`src/rtl/rr_arb_pkg.sv`:
```
// Shared defaults, arbitration mode encodings and a small modular helper
// for the round-robin FIFO arbiter.
package rr_arb_pkg;

    localparam int N_CH_DEF  = 4;
    localparam int WIDTH_DEF = 8;
    localparam int DEPTH_DEF = 8;

    localparam int ARB_STRICT          = 0;
    localparam int ARB_WORK_CONSERVING = 1;

    // Increment modulo n without a divider.
    function automatic int wrap_inc(input int v, input int n);
        return ((v + 1) >= n) ? 0 : (v + 1);
    endfunction

endpackage

```
`src/rtl/sync_fifo.sv`:
```
// Single-clock FIFO with combinational read data; a write into a full FIFO is
// accepted only when a pop happens in the same cycle.
module sync_fifo
    import rr_arb_pkg::*;
#(
    parameter int WIDTH = WIDTH_DEF,
    parameter int DEPTH = DEPTH_DEF
) (
    input  logic             clk,
    input  logic             rst_n,
    input  logic             wen,
    input  logic             ren,
    input  logic [WIDTH-1:0] din,
    output logic [WIDTH-1:0] rdata,
    output logic             full,
    output logic             empty
);

    localparam int AW = $clog2(DEPTH);
    localparam logic [AW:0] FULL_CNT = (AW + 1)'(DEPTH);

    logic [WIDTH-1:0] mem_r [DEPTH];
    logic [AW-1:0]    wr_ptr_r;
    logic [AW-1:0]    rd_ptr_r;
    logic [AW:0]      count_r;
    logic             push_s;
    logic             pop_s;

    // Status flags and accepted push/pop strobes.
    always_comb begin
        full   = (count_r == FULL_CNT);
        empty  = (count_r == {(AW + 1){1'b0}});
        push_s = wen & (~full | ren);
        pop_s  = ren & ~empty;
        rdata  = mem_r[rd_ptr_r];
    end

    // Storage array; contents survive reset.
    always_ff @(posedge clk) begin
        if (push_s && rst_n) begin
            mem_r[wr_ptr_r] <= din;
        end
    end

    // Pointers and occupancy count.
    always_ff @(posedge clk) begin
        if (!rst_n) begin
            wr_ptr_r <= {AW{1'b0}};
            rd_ptr_r <= {AW{1'b0}};
            count_r  <= {(AW + 1){1'b0}};
        end else begin
            if (push_s) begin
                wr_ptr_r <= wr_ptr_r + {{(AW - 1){1'b0}}, 1'b1};
            end
            if (pop_s) begin
                rd_ptr_r <= rd_ptr_r + {{(AW - 1){1'b0}}, 1'b1};
            end
            case ({push_s, pop_s})
                2'b10:   count_r <= count_r + {{AW{1'b0}}, 1'b1};
                2'b01:   count_r <= count_r - {{AW{1'b0}}, 1'b1};
                default: count_r <= count_r;
            endcase
        end
    end

endmodule

```
`src/rtl/rr_fifo_arbiter_n.sv`:
```
// N-channel round-robin arbiter draining per-channel FIFOs into one
// registered valid/ready output port, with strict or work-conserving rotation.
module rr_fifo_arbiter_n
    import rr_arb_pkg::*;
#(
    parameter int N_CH            = N_CH_DEF,
    parameter int WIDTH           = WIDTH_DEF,
    parameter int DEPTH           = DEPTH_DEF,
    parameter int WORK_CONSERVING = ARB_WORK_CONSERVING,
    localparam int CH_W           = $clog2(N_CH)
) (
    input  logic                  clk,
    input  logic                  rst_n,
    input  logic [N_CH-1:0]       wen,
    input  logic [N_CH*WIDTH-1:0] din,
    output logic [N_CH-1:0]       full,
    output logic [N_CH-1:0]       ovf,
    input  logic                  ready,
    output logic                  valid,
    output logic [WIDTH-1:0]      dout,
    output logic [CH_W-1:0]       dout_ch
);

    logic [N_CH-1:0]  empty_s;
    logic [N_CH-1:0]  full_s;
    logic [N_CH-1:0]  pop_s;
    logic [WIDTH-1:0] rdata_s [N_CH];
    logic [CH_W-1:0]  ptr_r;
    logic [CH_W-1:0]  ptr_nxt_s;
    logic [CH_W-1:0]  sel_s;
    logic [CH_W-1:0]  cand_s;
    logic             found_s;
    logic             adv_s;
    logic             valid_r;
    logic [WIDTH-1:0] dout_r;
    logic [CH_W-1:0]  dout_ch_r;
    logic [N_CH-1:0]  ovf_r;

    for (genvar i = 0; i < N_CH; i++) begin : g_ch
        sync_fifo #(
            .WIDTH(WIDTH),
            .DEPTH(DEPTH)
        ) u_fifo (
            .clk  (clk),
            .rst_n(rst_n),
            .wen  (wen[i]),
            .ren  (pop_s[i]),
            .din  (din[i*WIDTH +: WIDTH]),
            .rdata(rdata_s[i]),
            .full (full_s[i]),
            .empty(empty_s[i])
        );
    end

    // Rotating-priority grant search and next grant pointer.
    always_comb begin
        adv_s   = ~valid_r | ready;
        found_s = 1'b0;
        sel_s   = ptr_r;
        cand_s  = ptr_r;
        if (WORK_CONSERVING == ARB_WORK_CONSERVING) begin
            // Walk from the farthest candidate back to ptr so the nearest wins.
            for (int k = N_CH - 1; k >= 0; k--) begin
                cand_s  = CH_W'((int'(ptr_r) + k) % N_CH);
                sel_s   = empty_s[cand_s] ? sel_s : cand_s;
                found_s = found_s | ~empty_s[cand_s];
            end
            ptr_nxt_s = (adv_s && found_s) ? CH_W'(wrap_inc(int'(sel_s), N_CH)) : ptr_r;
        end else begin
            found_s   = ~empty_s[ptr_r];
            ptr_nxt_s = adv_s ? CH_W'(wrap_inc(int'(ptr_r), N_CH)) : ptr_r;
        end
    end

    // One-hot pop toward the granted FIFO.
    always_comb begin
        pop_s = {N_CH{1'b0}};
        if (adv_s && found_s) begin
            pop_s[sel_s] = 1'b1;
        end else begin
            pop_s = {N_CH{1'b0}};
        end
    end

    // Output register, grant pointer and overflow pulses.
    always_ff @(posedge clk) begin
        if (!rst_n) begin
            valid_r   <= 1'b0;
            dout_r    <= {WIDTH{1'b0}};
            dout_ch_r <= {CH_W{1'b0}};
            ptr_r     <= {CH_W{1'b0}};
            ovf_r     <= {N_CH{1'b0}};
        end else begin
            ptr_r <= ptr_nxt_s;
            ovf_r <= wen & full_s & ~pop_s;
            if (adv_s) begin
                valid_r <= found_s;
                if (found_s) begin
                    dout_r    <= rdata_s[sel_s];
                    dout_ch_r <= sel_s;
                end
            end
        end
    end

    assign full    = full_s;
    assign ovf     = ovf_r;
    assign valid   = valid_r;
    assign dout    = dout_r;
    assign dout_ch = dout_ch_r;

endmodule

```
`config.mk`:
```
export PLATFORM = sky130hd
export DESIGN_NAME = rr_fifo_arbiter_n
export DESIGN_NICKNAME = d
export VERILOG_FILES = /design/src/rtl/rr_arb_pkg.sv /design/src/rtl/sync_fifo.sv /design/src/rtl/rr_fifo_arbiter_n.sv
export SDC_FILE = /design/constraint.sdc
export NUM_CORES = 1
export LEC_CHECK = 0
export BUFFER_PORTS_ARGS = -buffer_cell sky130_fd_sc_hd__buf_4
export CELL_PAD_IN_SITES_DETAIL_PLACEMENT = 2
export CELL_PAD_IN_SITES_GLOBAL_PLACEMENT = 2
export CORE_UTILIZATION = 48
export CTS_BUF_LIST = sky130_fd_sc_hd__clkbuf_8
export DETAILED_ROUTE_END_ITERATION = 8
export PLACE_DENSITY = 0.82
export SLEW_MARGIN = 5
export SYNTH_ARGS = -nofsm -noshare
export SYNTH_HDL_FRONTEND = slang
export SYNTH_SLANG_ARGS = --single-unit
```
`constraint.sdc`:
```
create_clock -name clk -period 4.5 [get_ports clk]
set_clock_uncertainty 0.05 [all_clocks]
set_input_delay 1.125 -clock clk [delete_from_list [all_inputs] [get_ports clk]]
set_output_delay 1.125 -clock clk [all_outputs]
set_load 0.01 [all_outputs]
```
# Word-level counts from Yosys, hierarchy flattened
# Memory sizes are Yosys's and may differ from the RTL's. A register that Yosys moved wholly into a read port is not among the register bits.
# Index checks and enable logic that the tools add are counted.
# W data, S select, Z words.
# word_totals
reg_bits	57
mem_bits_rw	256
inputBits	39
output_inout_bits	19
word_cells	148
memories	4
# mem_list
memory	words	width	rd	rd_ports_with_merged_regs	write_ports	line_no	text
g_ch[0].u_fifo.mem_r	8	8	1	1	1	sync_fifo.sv:22	logic [WIDTH-1:0] mem_r [DEPTH];
g_ch[1].u_fifo.mem_r	8	8	1	1	1	sync_fifo.sv:22	
g_ch[2].u_fifo.mem_r	8	8	1	1	1	sync_fifo.sv:22	
g_ch[3].u_fifo.mem_r	8	8	1	1	1	sync_fifo.sv:22	
# classes
addsub	20
magnitude_cmp	8
eq_ne	12
mux	39
bitwise	33
reduce_logical	15
# op_table
cell	count
$pmux W4 S2	4
$add A3 B1 Y3 const B	8
$mux W3	8
$add A4 B1 Y4 const B	4
$bmux W8 S2	1
$eq A4 B4 Y1 const B	4
$logic_not A4 Y1	4
$mux W8	2
$sub A4 B1 Y4 const B	4
$lt A2 B3 Y1 const B	5
$mux W1	13
$not A1 Y1	13
$mux W2	5
$and A1 B1 Y1	8
$and A4 B4 Y4	2
$bmux W1 S2	4
$eq A2 B1 Y1 const B	4
$eq A2 B2 Y1 const B	4
$or A1 B1 Y1	8
$reduce_bool A2 Y1	4
$ge A3 B3 Y1 const B	2
$logic_and A1 B1 Y1	6
$add A2 B2 Y2 const B	2
$mux W4	1
7 further kinds	7

# Depth between registers and ports, before layout
# Gate-level depths: netlist of the first run.
# depth
depth_word	17
ltp_mapped	16
mapped_depth_nobuf	15

# Modules after synthesis
# A second synthesis of the first run with hierarchy kept.
# hier_totals
hier_cells	768
hier_area_um2	13314.0
# modules_own_cells
mod	n_inst	cells_per_inst	area_each_um2	seq_area_each_um2
sync_fifo	4	167	3093.0	2182.1
rr_fifo_arbiter_n	1	100	942.2	340.3

# Worst setup path after synthesis of the first run
# Ideal clock, no wire load.
# synth_timing
path_type	register to register
start	register g_ch[0].u_fifo.count_r[1]
end	register g_ch[3].u_fifo.count_r[3]
setup_ps	76
arrival_ps	3712
required_ps	4374
path_slack_ps	662
stages_incl_launch_ff	17
n_path_buf	2
period_less_slack_ps	3838
cell_sequence	dfxtp_1 > clkbuf_1 > nor4_4 > o221ai_1 > a21oi_2 > buf_2 > ha_1 > inv_1 > o21ai_0 > nand2_1 > ha_1 > ha_1 > a21o_1 > a21oi_1 > xnor2_1 > or3_1 > a21boi_0
# synth_via
elab_chain_cells	16
elab_cells_between_ends	34
cone_classes	order compare: 2; eq/ne: 2; mux: 16; bitwise: 10; reduce/logical: 4
# synth_lines
item	line_no	text
start, declared	sync_fifo.sv:25	logic [AW:0] count_r;
start signal, assigned	sync_fifo.sv:50	count_r <= {(AW + 1){1'b0}};
start signal, assigned	sync_fifo.sv:59	2'b10: count_r <= count_r + {{AW{1'b0}}, 1'b1};
start signal, assigned	sync_fifo.sv:60	2'b01: count_r <= count_r - {{AW{1'b0}}, 1'b1};
$logic_not A4 Y1 *	sync_fifo.sv:32	empty = (count_r == {(AW + 1){1'b0}});
$bmux W1 S2	rr_fifo_arbiter_n.sv:65, rr_fifo_arbiter_n.sv:66	
$mux W1 (implied by the code)	rr_fifo_arbiter_n.sv:65, rr_fifo_arbiter_n.sv:66	
$mux W2 (4 in a row)	rr_fifo_arbiter_n.sv:65	sel_s = empty_s[cand_s] ? sel_s : cand_s;
$lt A2 B3 Y1 (implied by the code) / $ge A2 B1 Y1 (equally long branches)	rr_fifo_arbiter_n.sv:79	pop_s[sel_s] = 1'b1;
$logic_and A1 B1 Y1 (implied by the code)	rr_fifo_arbiter_n.sv:79	
$mux W1 (implied by the code)	rr_fifo_arbiter_n.sv:79	
$demux W1 S2	rr_fifo_arbiter_n.sv:79	
$mux W4 *	rr_fifo_arbiter_n.sv:78	if (adv_s && found_s) begin
$or A1 B1 Y1	sync_fifo.sv:33	push_s = wen & (~full | ren);
$and A1 B1 Y1	sync_fifo.sv:33	
$eq A2 B1 Y1 / $eq A2 B2 Y1 (equally long branches)	sync_fifo.sv:58	case ({push_s, pop_s})
$pmux W4 S2 / $reduce_bool A2 Y1 (equally long branches)	n/a	
end signal, assigned	sync_fifo.sv:59	
end signal, assigned	sync_fifo.sv:60	
end signal, assigned	sync_fifo.sv:61	default: count_r <= count_r;
end, declared	sync_fifo.sv:25	
# Every way passes the cells marked *; elsewhere a longest branch is shown, timed or not. The select of a mux whose other input is x is not followed.
# A chain may end at the register's enable or synchronous reset.

# Worst setup path after layout of the first run
# layout_timing
start	register g_ch[3].u_fifo.count_r[0]
end	register g_ch[2].u_fifo.count_r[3]
# layout_via
elab_chain_cells	16
elab_cells_between_ends	34
cone_classes	order compare: 2; eq/ne: 2; mux: 16; bitwise: 10; reduce/logical: 4
# layout_lines
item	line_no
start signal, assigned	sync_fifo.sv:50
start signal, assigned	sync_fifo.sv:59
start signal, assigned	sync_fifo.sv:60
$logic_not A4 Y1 *	sync_fifo.sv:32
$bmux W1 S2	rr_fifo_arbiter_n.sv:65, rr_fifo_arbiter_n.sv:66
$mux W1 (implied by the code)	rr_fifo_arbiter_n.sv:65, rr_fifo_arbiter_n.sv:66
$mux W2 (4 in a row)	rr_fifo_arbiter_n.sv:65
$lt A2 B3 Y1 (implied by the code) / $ge A2 B1 Y1 (equally long branches)	rr_fifo_arbiter_n.sv:79
$logic_and A1 B1 Y1 (implied by the code)	rr_fifo_arbiter_n.sv:79
$mux W1 (implied by the code)	rr_fifo_arbiter_n.sv:79
$demux W1 S2	rr_fifo_arbiter_n.sv:79
$mux W4 *	rr_fifo_arbiter_n.sv:78
$or A1 B1 Y1	sync_fifo.sv:33
$and A1 B1 Y1	sync_fifo.sv:33
$eq A2 B1 Y1 / $eq A2 B2 Y1 (equally long branches)	sync_fifo.sv:58
$pmux W4 S2 / $reduce_bool A2 Y1 (equally long branches)	n/a
end signal, assigned	sync_fifo.sv:59
end signal, assigned	sync_fifo.sv:60
end signal, assigned	sync_fifo.sv:61
end, declared	sync_fifo.sv:25
# Marks and branches as above.

==> impl_metrics.py, run 1 <==
metrics = {
    "place": {
        "portBuffers": 57,
        "dpl.hpwl_um": 24500,
        "place_area_um2": 14500,
        "place.gp.congestion": 0.799,
    },
    "die": {
        "coreArea_um2": 27700,
        "die_w_um": 170,
        "io_pins": 58,
        "die_h_um": 170,
        "die_area_um2": 28800,
        "initial_utilization": 0.487,
        "rows": 61,
    },
    "sta": {
        "worst_pin_slew_ns": 1.15,
        "max_freq_ghz": 0.237,
        "rsz0062_at_grt": "false",
        "finalCritPeriodShare": 0.937,
        "slew-limit-headroom": 0.232,
        "drv_slew": 0,
        "hold_viol": 0,
        "layout_min_cycle_time_ns": 4.22,
        "setup_tns_ns": 0,
        "setup_violations": 0,
    },
    "detailed_routing": {
        "dr.first_iter.drc_count": 467,
        "drc": 0,
        "vias_per_cell": 5.70,
        "routed_wl_um": 35700,
        "dr.pass1.iters": 4,
        "num_vias": 7704,
        "antenna_left": 0,
        "wl_per_cell_um": 26.4,
    },
    "power": {
        "p_sw_frac": 0.344,
        "p_seq_frac": 0.422,
        "pwr-share-comb": 0.300,
        "netSwitchingPower_mw": 3.08,
        "p_total_mw": 8.94,
        "peakVddDrop_mv": 0.398,
        "power.leakage_nw": 5.37,
        "p_clk_frac": 0.278,
        "powerDensity_nw_per_um2": 577,
        "internal_power_mw": 5.87,
    },
    "logic_synthesis": {
        "syn_nets": 895,
        "synthArstFlopShare": 0,
        "syn_inst": 835,
        "ys_ff_latch": 325,
        "synth_edf_count": 256,
        "synth_top_area_cell": "edfxtp_1",
        "ys_types": 63,
        "synthTopCellsByArea": "edfxtp_1 57%, mux4_2 11%, dfxtp_1 10%, mux2i_1 4.5%, ha_1 1.8%",
        "yosysTopAreaCellShare": 0.570,
        "ys_warn_count": 0,
        "synth_ff_type": "edfxtp_1",
        "syn-mean-instance-area_um2": 16.2,
        "seq_area_frac_synth": 0.672,
        "syn-cell-area_um2": 13500,
    },
    "worst_setup_path": {
        "cp-end-kind": "flop",
        "reg2reg_to": "g_ch[2].u_fifo.count_r[3]$_SDFFE_PN0P_",
        "worst_r2r_path_depth": 13,
        "ff2ff_setup_slack_ns": 0.28,
        "worstSetupStartpointType": "flop",
        "worstReg2RegStart": "g_ch[3].u_fifo.count_r[0]$_SDFFE_PN0P_",
        "crit_type": "reg2reg",
        "worstPathMaxFanout": 9,
        "arrival_ns": 4.67,
        "critPathRequiredTime_ns": 4.95,
    },
    "final_layout": {
        "nets": 992,
        "area_growth_syn_to_layout_pct": 14.9,
        "drive_above_1_share": 0.245,
        "n_fill_cell": 2420,
        "fin_util": 0.560,
        "fin_area_um2": 15500,
        "diodes": 0,
    },
    "clocking": {
        "clockBufferDepth": 3,
        "cts_tree": "done",
        "cts.sinks": 325,
        "cts_made_buffers": 53,
        "clockRootBuffer": "clkbuf_8",
        "htreeDepth": 2,
        "path_clk_slew_ns": 0.06,
        "clk_latency_ns": 0.59,
    },
    "hold_path": {
        "hp-start": "dout_ch[0]$_SDFFE_PN0N_",
        "hold_end": "dout_ch[0]$_SDFFE_PN0N_",
        "worstHoldPathCells": 2,
        "hp-class": "reg2reg",
    },
    "global_route": {
        "antenna_found_initial": 0,
        "grt_max_degree": 46,
        "grtUsageTotal": 0.258,
        "grt_pass1_vias": 8827,
        "grt_pass1_wl_um": 54300,
        "gr-total-overflow": 0,
    },
    "outcome": {
        "status": "finished, final reports clean",
    },
    "run": {
        "max_cap_violations": 0,
    },
}
-- power by group through the flow --
| stage | clock network (mW) | registers [mW] | logic [mW] |
|---|---|---|---|
| 2_1_floorplan | 0 | 3.63 | 1.92 |
| 3_3_place_gp | 0 | 3.79 | 2.45 |
| 3_5_place_dp | 0 | 3.83 | 2.66 |
| 4_1_cts | 2.54 | 3.78 | 2.69 |
| 5_1_grt | 2.66 | 3.81 | 2.90 |
| 6_report | 2.48 | 3.77 | 2.69 |
-- cell usage in the layout (no fill, tap or decap), drive strengths merged, types with 11 or more instances in the layout --
cell type,n
a21oi,11
and2,19
buf,95
clkbuf,62
dfxtp,69
edfxtp,256
ha,19
inv,44
mux2i,60
mux4,64
nand2,40
nand3,14
nor2,27
nor2b,13
nor3,17
o21ai,26
xnor2,14
-- critical path, cell delays in order, from the launching register on --
cell      delay (ns)
dfxtp_1         0.37
or4_1           0.71
o221ai_1        0.38
a21oi_4         0.17
a211o_1         0.44
a21boi_1        0.36
inv_1           0.08
ha_1            0.24
ha_1            0.29
a21o_1          0.20
a21oi_1         0.21
xnor2_1         0.11
or3_1           0.34
a21boi_0        0.19
-- through the flow --
step	setup slack (ns)	hold WS, ns	instances
after floorplan	0.662	0.416	835
after global placement	0.654	0.430	1255
after detailed placement	0.291	0.435	1255
after CTS	0.212	0.446	1352
after global routing	0.104	0.487	1352
final	0.282	0.443	1352
-- how the worst max path moves through the flow --
stage                                            from  slack [ns]  depth (start not counted)                                      to
2_1_floorplan  g_ch[0].u_fifo.count_r[1]$_SDFFE_PN0P_        0.66                         16  g_ch[3].u_fifo.count_r[3]$_SDFFE_PN0P_
3_3_place_gp   g_ch[1].u_fifo.count_r[1]$_SDFFE_PN0P_        0.65                         13  g_ch[2].u_fifo.count_r[3]$_SDFFE_PN0P_
3_5_place_dp   g_ch[3].u_fifo.count_r[0]$_SDFFE_PN0P_        0.29                         13  g_ch[2].u_fifo.count_r[3]$_SDFFE_PN0P_
4_1_cts        g_ch[1].u_fifo.count_r[1]$_SDFFE_PN0P_        0.21                         13  g_ch[2].u_fifo.count_r[3]$_SDFFE_PN0P_
5_1_grt        g_ch[3].u_fifo.count_r[0]$_SDFFE_PN0P_        0.10                         13  g_ch[2].u_fifo.count_r[3]$_SDFFE_PN0P_
6_report       g_ch[3].u_fifo.count_r[0]$_SDFFE_PN0P_        0.28                         13  g_ch[2].u_fifo.count_r[3]$_SDFFE_PN0P_
-- layer usage --
layer | up-vias | GRT usage | wire, um
met2 | 180 | 0.485 | 19800
li1 | 3463 | - | -
met4 | 0 | 0.0936 | 1040
met5 | - | 0 | 0
met1 | 3983 | 0.293 | 13500
met3 | 78 | 0.0436 | 1400
-- cell type report --
| class | instances | area, um^2 | area share |
|---|---|---|---|
| Multi-Input combinational cell | 436 | 4130 | 0.267 |
| Inverter | 21 | 80.1 | 0.00517 |
| Clock buffer | 62 | 853 | 0.0550 |
| Tap cell | 378 | 473 | 0.0305 |
| Timing Repair Buffer | 95 | 713 | 0.0460 |
| Sequential cell | 325 | 9070 | 0.585 |
| Clock inverter | 35 | 179 | 0.0115 |
-- synthesized netlist by cell type, types with 5 or more instances --
cell and count:
or3_1 6, edfxtp_1 256, nor2_1 26, o22ai_1 8, nand3_1 14, dfxtp_1 69, nor3_1 17, nor3b_1 6
inv_1 19, a21boi_0 8, nand2b_1 8, buf_1 12, and2_1 19, nor4_1 8, xnor2_1 14, mux4_2 64
nand2_1 40, a21oi_1 9, nor2b_1 13, buf_2 5, nand4_1 9, clkbuf_1 31, buf_4 5, ha_1 19
mux2i_1 60, o21ai_0 23, nor4b_1 6
-- sequential cells by signal, indices dropped and copies added (netlist names), named ones only --
register and cells:
g_ch.u_fifo.mem_r 256, g_ch.u_fifo.count_r 16, g_ch.u_fifo.rd_ptr_r 12, g_ch.u_fifo.wr_ptr_r 12, dout 8, ovf 4, dout_ch 2, ptr_r 2
valid 1
-- cells by family (layout without fill, tap and decap cells) --
kind of cell / Yosys count / in the layout / synth area share
compound gates: 82 / 82 / 0.0419
simple gates: 191 / 191 / 0.0798
flops: 325 / 325 / 0.672
buf+inv: 74 / 213 / 0.0225
mux: 124 / 124 / 0.151
xor+xnor: 18 / 18 / 0.0117
fa+ha+maj: 21 / 21 / 0.0206
-- what timing repair did --
action,in CTS,in global routing
setup buffers,0,0
resized for setup,0,1
endpoints found under the setup margin,0,1
hold buffers,0,0
No activity file was read; power rests on OpenSTA's default activity.
==> run 2: changes to the inputs <==
- RECOVER_POWER: unset -> 25
==> impl_metrics.py, run 2 (synthesis results as in run 1) <==
metrics = {
    "worst_setup_path": {
        "critPathRequiredTime_ns": 4.95,
        "arrival_ns": 4.67,
        "critPathTopFamily": "compound AO/OA/AOI/OAI gates",
        "cp_common_cell": "ha_1",
        "worstSetupStartpointType": "flop",
        "ff2ff_setup_slack_ns": 0.28,
        "cp_cell_sequence": "or4_1 -> o221ai_1 -> a21oi_4 -> a211o_1 -> a21boi_1 -> inv_1 -> ha_1 -> ha_1 -> a21o_1 -> a21oi_1 -> xnor2_1 -> or3_1 -> a21boi_0",
        "cp_slowest_cell": "or4_1",
        "cp-end-kind": "flop",
        "crit_type": "reg2reg",
        "path_buf_inv": 1,
        "slowest_delay_ns": 0.71,
        "worstPathMaxFanout": 9,
    },
    "power": {
        "pwr-share-comb": 0.300,
        "p_sw_frac": 0.344,
        "power.leakage_nw": 5.29,
        "p_clk_frac": 0.278,
        "netSwitchingPower_mw": 3.07,
        "peakVddDrop_mv": 0.398,
        "powerDensity_nw_per_um2": 579,
        "p_seq_frac": 0.422,
        "internal_power_mw": 5.86,
    },
    "sta": {
        "drv_slew": 0,
        "slew-limit-headroom": 0.233,
        "max_freq_ghz": 0.237,
        "worst_pin_slew_ns": 1.15,
        "setup_tns_ns": 0,
        "setup_violations": 0,
        "rsz0062_at_grt": "false",
        "hold_viol": 0,
        "finalCritPeriodShare": 0.938,
        "layout_min_cycle_time_ns": 4.22,
        "setup_ws_ns": 0.281,
    },
    "outcome": {
        "status": "finished, final reports clean",
    },
    "clocking": {
        "hold_buffers": 0,
        "clockRootBuffer": "clkbuf_8",
        "cts_made_buffers": 53,
        "path_clk_slew_ns": 0.06,
        "cts_tree": "done",
        "cts.sinks": 325,
        "cts_setup_buffers": 0,
        "htreeDepth": 2,
        "ctsResizeCount": 0,
        "clk_latency_ns": 0.59,
        "clockBufferDepth": 3,
    },
    "detailed_routing": {
        "wl_per_cell_um": 26.4,
        "dr.first_iter.drc_count": 470,
        "num_vias": 7703,
        "dr.pass1.iters": 5,
        "vias_per_cell": 5.70,
        "drc": 0,
        "antenna_left": 0,
        "routed_wl_um": 35700,
    },
    "final_layout": {
        "area_growth_syn_to_layout_pct": 14.2,
        "nets": 992,
        "drive_above_1_share": 0.222,
        "largest_reg_flops": 256,
        "layout_common_cells": "256 x edfxtp_1, 72 x buf_4, 69 x dfxtp_1, 64 x mux4_2, 62 x clkbuf_8",
        "top_register": "g_ch.u_fifo.mem_r",
        "diodes": 0,
        "final_common_cell": "edfxtp_1",
        "reg.largest.list": "g_ch.u_fifo.mem_r (256), g_ch.u_fifo.count_r (16)",
    },
    "global_route": {
        "grt_pass1_vias": 8827,
        "gr-total-overflow": 0,
        "met2_usage": 0.485,
        "grt_pass1_wl_um": 54300,
        "antenna_found_initial": 0,
        "use_met3": 0.0436,
        "grtUsageTotal": 0.258,
        "grt_max_degree": 46,
        "busiest_layer": "met2",
        "gr-usage-met1": 0.293,
    },
    "die": {
        "io_pins": 58,
        "die_w_um": 170,
        "initial_utilization": 0.487,
        "die_h_um": 170,
        "die_area_um2": 28800,
        "coreArea_um2": 27700,
        "rows": 61,
    },
    "place": {
        "portBuffers": 57,
        "dpl.hpwl_um": 24500,
        "place_ws_ns": 0.291,
        "place.gp.congestion": 0.799,
    },
    "run": {
        "max_cap_violations": 0,
    },
    "hold_path": {
        "hp-class": "reg2reg",
    },
}
==> run 2: cell types whose count changed in the layout (fill, tap and decap cells not counted) <==
| cell | previous run | this run |
|---|---|---|
| clkbuf_1 | 0 | 23 |
| buf_4 | 95 | 72 |
==> run 2: power by group through the flow <==
stage | clock network, mW | registers (mW) | logic [mW]
3_3_place_gp | 0 | 3.79 | 2.45
4_1_cts | 2.54 | 3.78 | 2.69
6_report | 2.48 | 3.77 | 2.68
5_1_grt | 2.66 | 3.81 | 2.89
2_1_floorplan | 0 | 3.63 | 1.92
3_5_place_dp | 0 | 3.83 | 2.66
==> run 2: final timing paths <==
check,start,to,cells past startpoint
worst max-delay path,g_ch[3].u_fifo.count_r[0]$_SDFFE_PN0P_,g_ch[2].u_fifo.count_r[3]$_SDFFE_PN0P_,13
worst min-delay path,dout_ch[0]$_SDFFE_PN0N_,dout_ch[0]$_SDFFE_PN0N_,2
worst max register to register,g_ch[3].u_fifo.count_r[0]$_SDFFE_PN0P_,g_ch[2].u_fifo.count_r[3]$_SDFFE_PN0P_,13
worst min register to register,dout_ch[0]$_SDFFE_PN0N_,dout_ch[0]$_SDFFE_PN0N_,2
==> run 2: worst min-delay path, stage by stage (launching register included) <==
cell	delay [ns]
dfxtp_1	0.32
nand2_1	0.05
a21boi_0	0.07
==> run 2: cell type report <==
type / count / area [um^2]
clock inverter: 35 / 179
clock buffer: 62 / 853
fill: 2448 / 12300
tap: 378 / 473
sequential: 325 / 9070
multi-input combinational: 436 / 4130
timing repair buffer: 95 / 627
inverter: 21 / 80.1
==> run 2: per-layer routing <==
layer,vias up,routed length (um),share of wire
li1,3465,-,-
met1,3986,13500,0.38
met2,176,19700,0.55
met3,76,1380,0.039
met4,0,1030,0.029
met5,-,0,0
==> run 2: metrics by stage <==
stage	power [mW]	util	cell area [um^2]	hold WS, ns	instances
finish	8.93	0.556	15400	0.443	1352
CTS	9.01	0.559	15500	0.446	1352
floorplan	5.55	-	13500	0.416	835
global placement	6.24	0.522	14500	0.430	1255
global route	9.36	0.556	15400	0.487	1352
detailed placement	6.49	0.522	14500	0.435	1255
